`src/rtl/mul_div_unit.sv`:
```
// rtl/mul_div_unit.sv - iterative 32-bit MULT/MULTU/DIV/DIVU unit with HI/LO registers
// One shift-add or restoring-divide step per cycle, then a sign-fix cycle.
module mul_div_unit #(
    parameter int WIDTH = 32
) (
    input  logic             clk,
    input  logic             reset,
    input  logic             start,
    input  logic [1:0]       Op,
    input  logic [WIDTH-1:0] In1,
    input  logic [WIDTH-1:0] In2,
    input  logic             HiWrite,
    input  logic             LoWrite,
    input  logic [WIDTH-1:0] WData,
    output logic             busy,
    output logic             done,
    output logic [WIDTH-1:0] Hi,
    output logic [WIDTH-1:0] Lo
);

    typedef enum logic [1:0] {IDLE, RUN, FIX} state_t;

    state_t             state;
    state_t             next_state;
    logic [1:0]         op_q;
    logic [5:0]         cnt;
    logic [2*WIDTH-1:0] acc;
    logic [WIDTH-1:0]   a_q;
    logic [WIDTH-1:0]   b_q;
    logic [WIDTH-1:0]   orig_in1;
    logic               q_neg;
    logic               r_neg;

    logic               op_signed;
    logic [WIDTH-1:0]   in1_abs;
    logic [WIDTH-1:0]   in2_abs;
    logic [WIDTH:0]     mul_sum;
    logic [WIDTH:0]     div_sh;
    logic [WIDTH+1:0]   div_diff;
    logic               div_ge;
    logic [WIDTH-1:0]   div_rem;
    logic [2*WIDTH-1:0] prod_fix;
    logic [WIDTH-1:0]   quo_fix;
    logic [WIDTH-1:0]   rem_fix;

    always_comb begin
        next_state = state;
        case (state)
            IDLE: if (start) next_state = RUN;
            RUN:  if (cnt == 6'(WIDTH - 1)) next_state = FIX;
            FIX:  next_state = IDLE;
            default: next_state = IDLE;
        endcase
    end

    // Magnitudes in the unsigned view, so the most negative value maps to 2^(WIDTH-1).
    always_comb begin
        op_signed = ~Op[0];
        in1_abs   = (op_signed && In1[WIDTH-1]) ? (~In1 + 1'b1) : In1;
        in2_abs   = (op_signed && In2[WIDTH-1]) ? (~In2 + 1'b1) : In2;
        mul_sum   = {1'b0, acc[2*WIDTH-1:WIDTH]} + (b_q[0] ? {1'b0, a_q} : '0);
        div_sh    = {acc[2*WIDTH-1:WIDTH], a_q[WIDTH-1]};
        div_diff  = {1'b0, div_sh} - {2'b00, b_q};
        div_ge    = ~div_diff[WIDTH+1];
        div_rem   = div_ge ? div_diff[WIDTH-1:0] : div_sh[WIDTH-1:0];
        prod_fix  = q_neg ? (~acc + 1'b1) : acc;
        quo_fix   = q_neg ? (~acc[WIDTH-1:0] + 1'b1) : acc[WIDTH-1:0];
        rem_fix   = r_neg ? (~acc[2*WIDTH-1:WIDTH] + 1'b1) : acc[2*WIDTH-1:WIDTH];
    end

    always_ff @(posedge clk or posedge reset) begin
        if (reset) begin
            state    <= IDLE;
            busy     <= 1'b0;
            done     <= 1'b0;
            Hi       <= '0;
            Lo       <= '0;
            op_q     <= '0;
            cnt      <= '0;
            acc      <= '0;
            a_q      <= '0;
            b_q      <= '0;
            orig_in1 <= '0;
            q_neg    <= 1'b0;
            r_neg    <= 1'b0;
        end else begin
            state <= next_state;
            busy  <= (next_state != IDLE);
            done  <= (state == FIX);
            case (state)
                IDLE: begin
                    if (start) begin
                        op_q     <= Op;
                        a_q      <= in1_abs;
                        b_q      <= in2_abs;
                        orig_in1 <= In1;
                        q_neg    <= op_signed & (In1[WIDTH-1] ^ In2[WIDTH-1]);
                        r_neg    <= op_signed & In1[WIDTH-1];
                        cnt      <= '0;
                        acc      <= '0;
                    end else begin
                        if (HiWrite) Hi <= WData;
                        if (LoWrite) Lo <= WData;
                    end
                end
                RUN: begin
                    cnt <= cnt + 6'd1;
                    if (op_q[1]) begin
                        acc <= {div_rem, acc[WIDTH-2:0], div_ge};
                        a_q <= a_q << 1;
                    end else begin
                        acc <= {mul_sum, acc[WIDTH-1:1]};
                        b_q <= b_q >> 1;
                    end
                end
                FIX: begin
                    if (!op_q[1]) begin
                        Hi <= prod_fix[2*WIDTH-1:WIDTH];
                        Lo <= prod_fix[WIDTH-1:0];
                    end else if (b_q == '0) begin
                        Hi <= orig_in1;
                        Lo <= '1;
                    end else begin
                        Hi <= rem_fix;
                        Lo <= quo_fix;
                    end
                end
                default: ;
            endcase
        end
    end

endmodule
```
`config.mk`:
```
export PLATFORM = sky130hd
export DESIGN_NAME = mul_div_unit
export DESIGN_NICKNAME = d
export VERILOG_FILES = /design/src/rtl/mul_div_unit.sv
export SDC_FILE = /design/constraint.sdc
export NUM_CORES = 1
export LEC_CHECK = 0
export CAP_MARGIN = 0
export CORE_MARGIN = 10
export CORE_UTILIZATION = 35
export CTS_BUF_LIST = sky130_fd_sc_hd__clkbuf_4 sky130_fd_sc_hd__clkbuf_8 sky130_fd_sc_hd__clkbuf_16
export DETAILED_ROUTE_END_ITERATION = 10
export PLACE_DENSITY_LB_ADDON = 0.08
export REMOVE_ABC_BUFFERS = 1
export SETUP_SLACK_MARGIN = 0.15
export SYNTH_ARGS = -nofsm -noshare
export SYNTH_HDL_FRONTEND = slang
export SYNTH_SLANG_ARGS = --single-unit
```
`constraint.sdc`:
```
create_clock -name clk -period 12.2 [get_ports clk]
set_input_delay 2.44 -clock clk [delete_from_list [all_inputs] [get_ports clk]]
set_output_delay 2.44 -clock clk [all_outputs]
set_load 0.01 [all_outputs]
```
# Word-level counts from Yosys, hierarchy flattened
# Cells that the tools add are included.
totals:
  ram_bits: 0
  latch_bits: 0
  romBits: 0
  regBits: 238
  elab_cells: 84
  memories: 0
  inputBits: 103
classes:
  n_bitwise: 10
  reduce_logical: 13
  div: 0
  add_sub_neg: 8
  n_eq_ne: 9
  n_shift: 0
  n_mul: 0
  mux: 31
  magnitude_cmp: 0
op_table:
  columns: ["cell", "n"]
  rows:
  - ["32-bit two-way mux", 18]
  - ["32-bit one-hot mux with 2 select lines", 4]
  - ["64-bit two-way mux", 3]
  - ["32-bit by 1-bit adder with 32-bit output, second input constant", 4]
  - ["32-bit inverter", 4]
  - ["64-bit one-hot mux with 2 select lines", 1]
  - ["64-bit by 1-bit adder with 64-bit output, second input constant", 1]
  - ["64-bit inverter", 1]
  - ["33-bit by 32-bit subtractor with 34-bit output", 1]
  - ["32-bit by 32-bit adder with 33-bit output", 1]
  - ["32-bit logical NOT", 1]
  - ["2-bit inequality test, second input constant", 6]
  - ["6-bit one-hot mux with 2 select lines", 1]
  - ["3-bit AND reduction", 4]
  - ["6-bit by 1-bit adder with 6-bit output, second input constant", 1]
  - ["6-bit by 5-bit == test with 1-bit output, second input constant", 1]
  - ["6-bit two-way mux", 1]
  - ["2-bit nonzero test", 3]
  - ["2-bit two-way mux", 2]
  - ["2-bit one-hot mux with 2 select lines", 1]
  - ["2-bit AND reduction", 2]
  - ["1-bit bitwise AND", 2]
  - ["2-bit by 1-bit == test with 1-bit output, second input constant", 1]
  - ["2-bit == test, second input constant", 1]
  - ["4 further kinds", 6]

# Logic depth before layout (Yosys ltp)
depth:
  word_depth: 6
  depth_mapped: 14

# Worst setup path after synthesis
# OpenSTA, ideal clock, no wires.
synth_path:
  path_kind: "input to register"
  startpoint: "in In2[12]"
  endpoint: "reg b_q[28]"
  path_buffers: 0
  t_required_ns: 12.056
  setup_ns: 0.144
  stages: 7
  arrival_ns: 4.365
  slack_ns: 7.690
  cell_sequence: "or4_1 or4_1 nor3_1 a21oi_1 a21oi_1 xor2_1 o221ai_1"
synth_via:
  elab_chain_cells: 5
synth_rtl:
  columns: ["item", "line_no", "text"]
  rows:
  - ["from (decl)", "11", "input logic [WIDTH-1:0] In2,"]
  - ["32-bit inverter", "60", "in2_abs = (op_signed && In2[WIDTH-1]) ? (~In2 + 1'b1) : In2;"]
  - ["32-bit by 1-bit adder with 32-bit output", "60", null]
  - ["32-bit two-way mux", "60", null]
  - ["32-bit two-way mux", "92", "if (start) begin"]
  - ["32-bit one-hot mux with 2 select lines", "90", "case (state)"]
  - ["to (signal assigned)", "95", "b_q <= in2_abs;"]
  - ["to (signal assigned)", "113", "b_q <= b_q >> 1;"]
  - ["to (decl)", "29", "logic [WIDTH-1:0] b_q;"]
# Every way passes these cells. The select of a mux whose other input is x is not followed.
# A chain may end at the register's enable or synchronous reset.

# Worst setup path after layout
layout_path:
  startpoint: "in In1[7]"
  endpoint: "reg a_q[30]"
layout_via:
  elab_chain_cells: 5
layout_rtl:
  columns: ["item", "line_no", "text"]
  rows:
  - ["from (decl)", "10", "input logic [WIDTH-1:0] In1,"]
  - ["32-bit inverter", "59", "in1_abs = (op_signed && In1[WIDTH-1]) ? (~In1 + 1'b1) : In1;"]
  - ["32-bit by 1-bit adder with 32-bit output", "59", null]
  - ["32-bit two-way mux", "59", null]
  - ["32-bit two-way mux", "92", null]
  - ["32-bit one-hot mux with 2 select lines", "90", null]
  - ["to (signal assigned)", "94", "a_q <= in1_abs;"]
  - ["to (signal assigned)", "110", "a_q <= a_q << 1;"]
  - ["to (decl)", "28", "logic [WIDTH-1:0] a_q;"]
# Every way passes these cells. The select of a mux whose other input is x is not followed.

==> impl_metrics.ini <==
[critical_path]
critical_path_class = in -> reg
critical_path_peak_fanout = 6
crit_required_ns = 12.63
crit_path_end_kind = flop
cp-start-kind = primary input
cp.arrival_ns = 6.01

[power_and_ir_drop]
ir_drop_uv = 118
power.density_mw_per_mm2 = 271
p_leak_nw = 8.58

[layout]
syn2layout_area_growth_pct = 18.6
final_layout_size_suffix_gt1_share_pct = 5.36
fin_nets = 2468
final_cells = 2987

[sta]
relSlewSlack_pct = 11.6
skew_ns = 0.00817
worstMarginPinSlew_ns = 1.32
final-max-slew-violation-count = 0
fmaxAchievable_mhz = 179
rsz0062_at_grt = false
fin_hold_ws_ns = 0.471
setup_violations = 0
post-route-period-util_pct = 45.7
timing.setup.tns_ns = 0
fin_ws_ns = 6.62
final-hold-violation-count = 0
min_period_ns = 5.58

[clock_network]
numClockSinks = 237
clockRootBuffer = clkbuf_16
cts_buffer_depth = 3
clock_latency_ns = 0.58
postCtsSetupBuffers = 0
htreeDepth = 1
cts_resized = 0
clk_pin_slew_ns = 0.06
cts_hold_buf = 0
cts_buffers = 31
cts_tree = built

[synthesis]
yosysSeqAreaShare_pct = 33.5
netlist_area_sq_mm = 0.0177
synth_compound_area_share_pct = 25.0
yosys_warnings = 0
synth-simple-area-share_pct = 19.0
muxShareOfSynthArea_pct = 3.40
synth_top_family_by_area = compound AO/OA/AOI/OAI gates
ys_types = 80
ys.flop_type = dfrtp_1
ys_seq_elements = 237
yosys.area_share.adder_pct = 5.17
synthCells = 2212
synth_area_per_cell_sq_um = 8.00
synthArstFlopShare_pct = 100
synth_edf_count = 0
synth-xor-area-share_pct = 9.35

[detailed_routing]
drtIter0Drc = 1168
detail_route.vias_per_cell = 5.47
route.vias.total = 16326
wire_per_inst_um = 20.5
wirelength_um = 61200
drc = 0
drt_pass1_iterations = 5
drtAntennaViolNets = 0

[grt]
grt_pass1_vias = 16221
antenna_found_initial = 1
gr-total-overflow = 0
grt_pass1_wl_um = 95100
track_usage_pct = 19.6
grt_max_degree = 126

[placement]
dp_hpwl_um = 45400
place.gp.congestion = 0.872
port_buffers = 168
place_ws_ns = 6.11
dpl.cell_count = 2932

[die]
die_w_um = 245
core-area_sq_mm = 0.0501
ios = 169
die_area_sq_mm = 0.0600
die_y_um = 245
start_util_pct = 35.4
rows = 82

[flow_run]
drv_cap = 0

[min_path]
hold_class = reg -> reg

[status]
status = finished, final reports clean
-- synth_stat cells, types with 6 or more instances --
library cell / number / area share [%]
xnor2_1: 98 / 4.8
xor2_1: 91 / 4.5
nor2_1: 148 / 3.1
clkbuf_1: 125 / 2.7
o21bai_1: 6 / 0.25
a21oi_1: 165 / 4.7
or4_1: 12 / 0.51
o21ai_0: 263 / 7.4
a221oi_1: 10 / 0.49
and3_1: 9 / 0.32
nor2b_1: 12 / 0.42
o22ai_1: 42 / 1.5
a222oi_1: 6 / 0.34
a221o_1: 13 / 0.74
o221ai_1: 10 / 0.49
dfrtp_1: 237 / 34
o21a_1: 13 / 0.55
buf_1: 9 / 0.19
nand3_1: 35 / 0.99
buf_2: 12 / 0.34
o41ai_1: 26 / 1.3
nand4_1: 15 / 0.53
nor3_1: 31 / 0.88
a31oi_1: 14 / 0.49
nand3b_1: 6 / 0.25
nand2_1: 324 / 6.9
or2_2: 13 / 0.46
ha_1: 70 / 4.9
a22oi_1: 24 / 1.0
a211oi_1: 13 / 0.55
o31ai_1: 30 / 1.3
a21o_1: 23 / 0.98
nand2b_1: 18 / 0.64
nor4_1: 23 / 0.81
or3_1: 27 / 0.95
and2_1: 39 / 1.4
o21ai_1: 6 / 0.17
inv_1: 58 / 1.2
mux2i_1: 59 / 3.3
o211ai_1: 21 / 0.89
-- layer usage --
metal	global-route usage, %	vias up	share of wire, %
met5	0	-	0
met4	5.39	0	2.3
met3	2.03	75	3.8
met2	33.8	386	48
met1	25.7	7761	46
li1	-	8104	-
-- stage by stage --
stage | total power [mW] | utilization, % | area [sq um]
6_report | 5.68 | 41.9 | 21000
5_1_grt | 6.17 | 41.9 | 21000
4_1_cts | 5.72 | 41.9 | 21000
3_5_place_dp | 4.70 | 39.7 | 19900
3_3_place_gp | 4.67 | 39.7 | 19900
2_1_floorplan | 3.67 | - | 17100
-- worst max-delay path, stage by stage --
cell,delay [ns]
clkdlybuf4s50_1,0.52
nor4_1,0.89
nand3_1,0.38
nor4b_2,0.64
nand3b_1,0.22
o41ai_1,0.44
and2_1,0.21
xor2_1,0.16
a21oi_1,0.09
-- layout by cell type (no fill, tap or decap), drive strengths merged, types with 8 or more instances in the layout --
cell type and count:
a211oi 13, a21o 23, a21oi 166, a221o 13, a221oi 10, a22oi 24
a31oi 14, and2 39, and3 9, buf 29, clkbuf 38, clkdlybuf4s50 168
clkinv 8, dfrtp 237, ha 70, inv 58, mux2i 59, nand2 324
nand2b 18, nand3 35, nand4 16, nor2 148, nor2b 12, nor3 31
nor4 24, o211ai 22, o21a 13, o21ai 270, o221ai 11, o22ai 42
o31ai 30, o41ai 26, or2 15, or3 29, or4 14, xnor2 98
xor2 91
-- report_power, final --
group / switching [mW] / total, mW / internal, mW
clock: 0.372 / 0.989 / 0.617
combinational: 1.72 / 3.09 / 1.37
sequential: 0.469 / 1.61 / 1.14
-- registers in the layout, summed over array words and instances, names as in the netlist --
register	cells
orig_in1	32
op_q	1
cnt	6
r_neg	1
Lo	32
busy	1
Hi	32
state	2
acc	64
done	1
q_neg	1
a_q	32
b_q	32
-- final timing paths --
path | startpoint | to | slack [ns] | cells past startpoint
max | In1[7] | a_q[30] | 6.62 | 9
min | orig_in1[22] | orig_in1[22] | 0.47 | 2
max reg2reg | b_q[0] | acc[59] | 7.89 | 14
min reg2reg | orig_in1[22] | orig_in1[22] | 0.47 | 2
max in group asynchronous | reset | b_q[0] | 8.12 | 3
min in group asynchronous | reset | Lo[10] | 2.48 | 2
-- area by class of cell --
type                    instances  area [sq um]
repair buffers                197          1900
clock buffers                  38           853
inverters                      59           229
flip-flops and latches        237          5930
fillers                      5212         29100
well taps                     672           841
multi-input cells            1767         11000
clock inverters                16           238
diodes                          1          2.50
-- cell families after synthesis --
| logic type | Yosys count |
|---|---|
| compound gates | 720 |
| xor+xnor | 189 |
| fa+ha+maj | 72 |
| buf+inv | 208 |
| flops | 237 |
| mux | 60 |
| simple gates | 726 |
(Power assumes the default switching activity.)
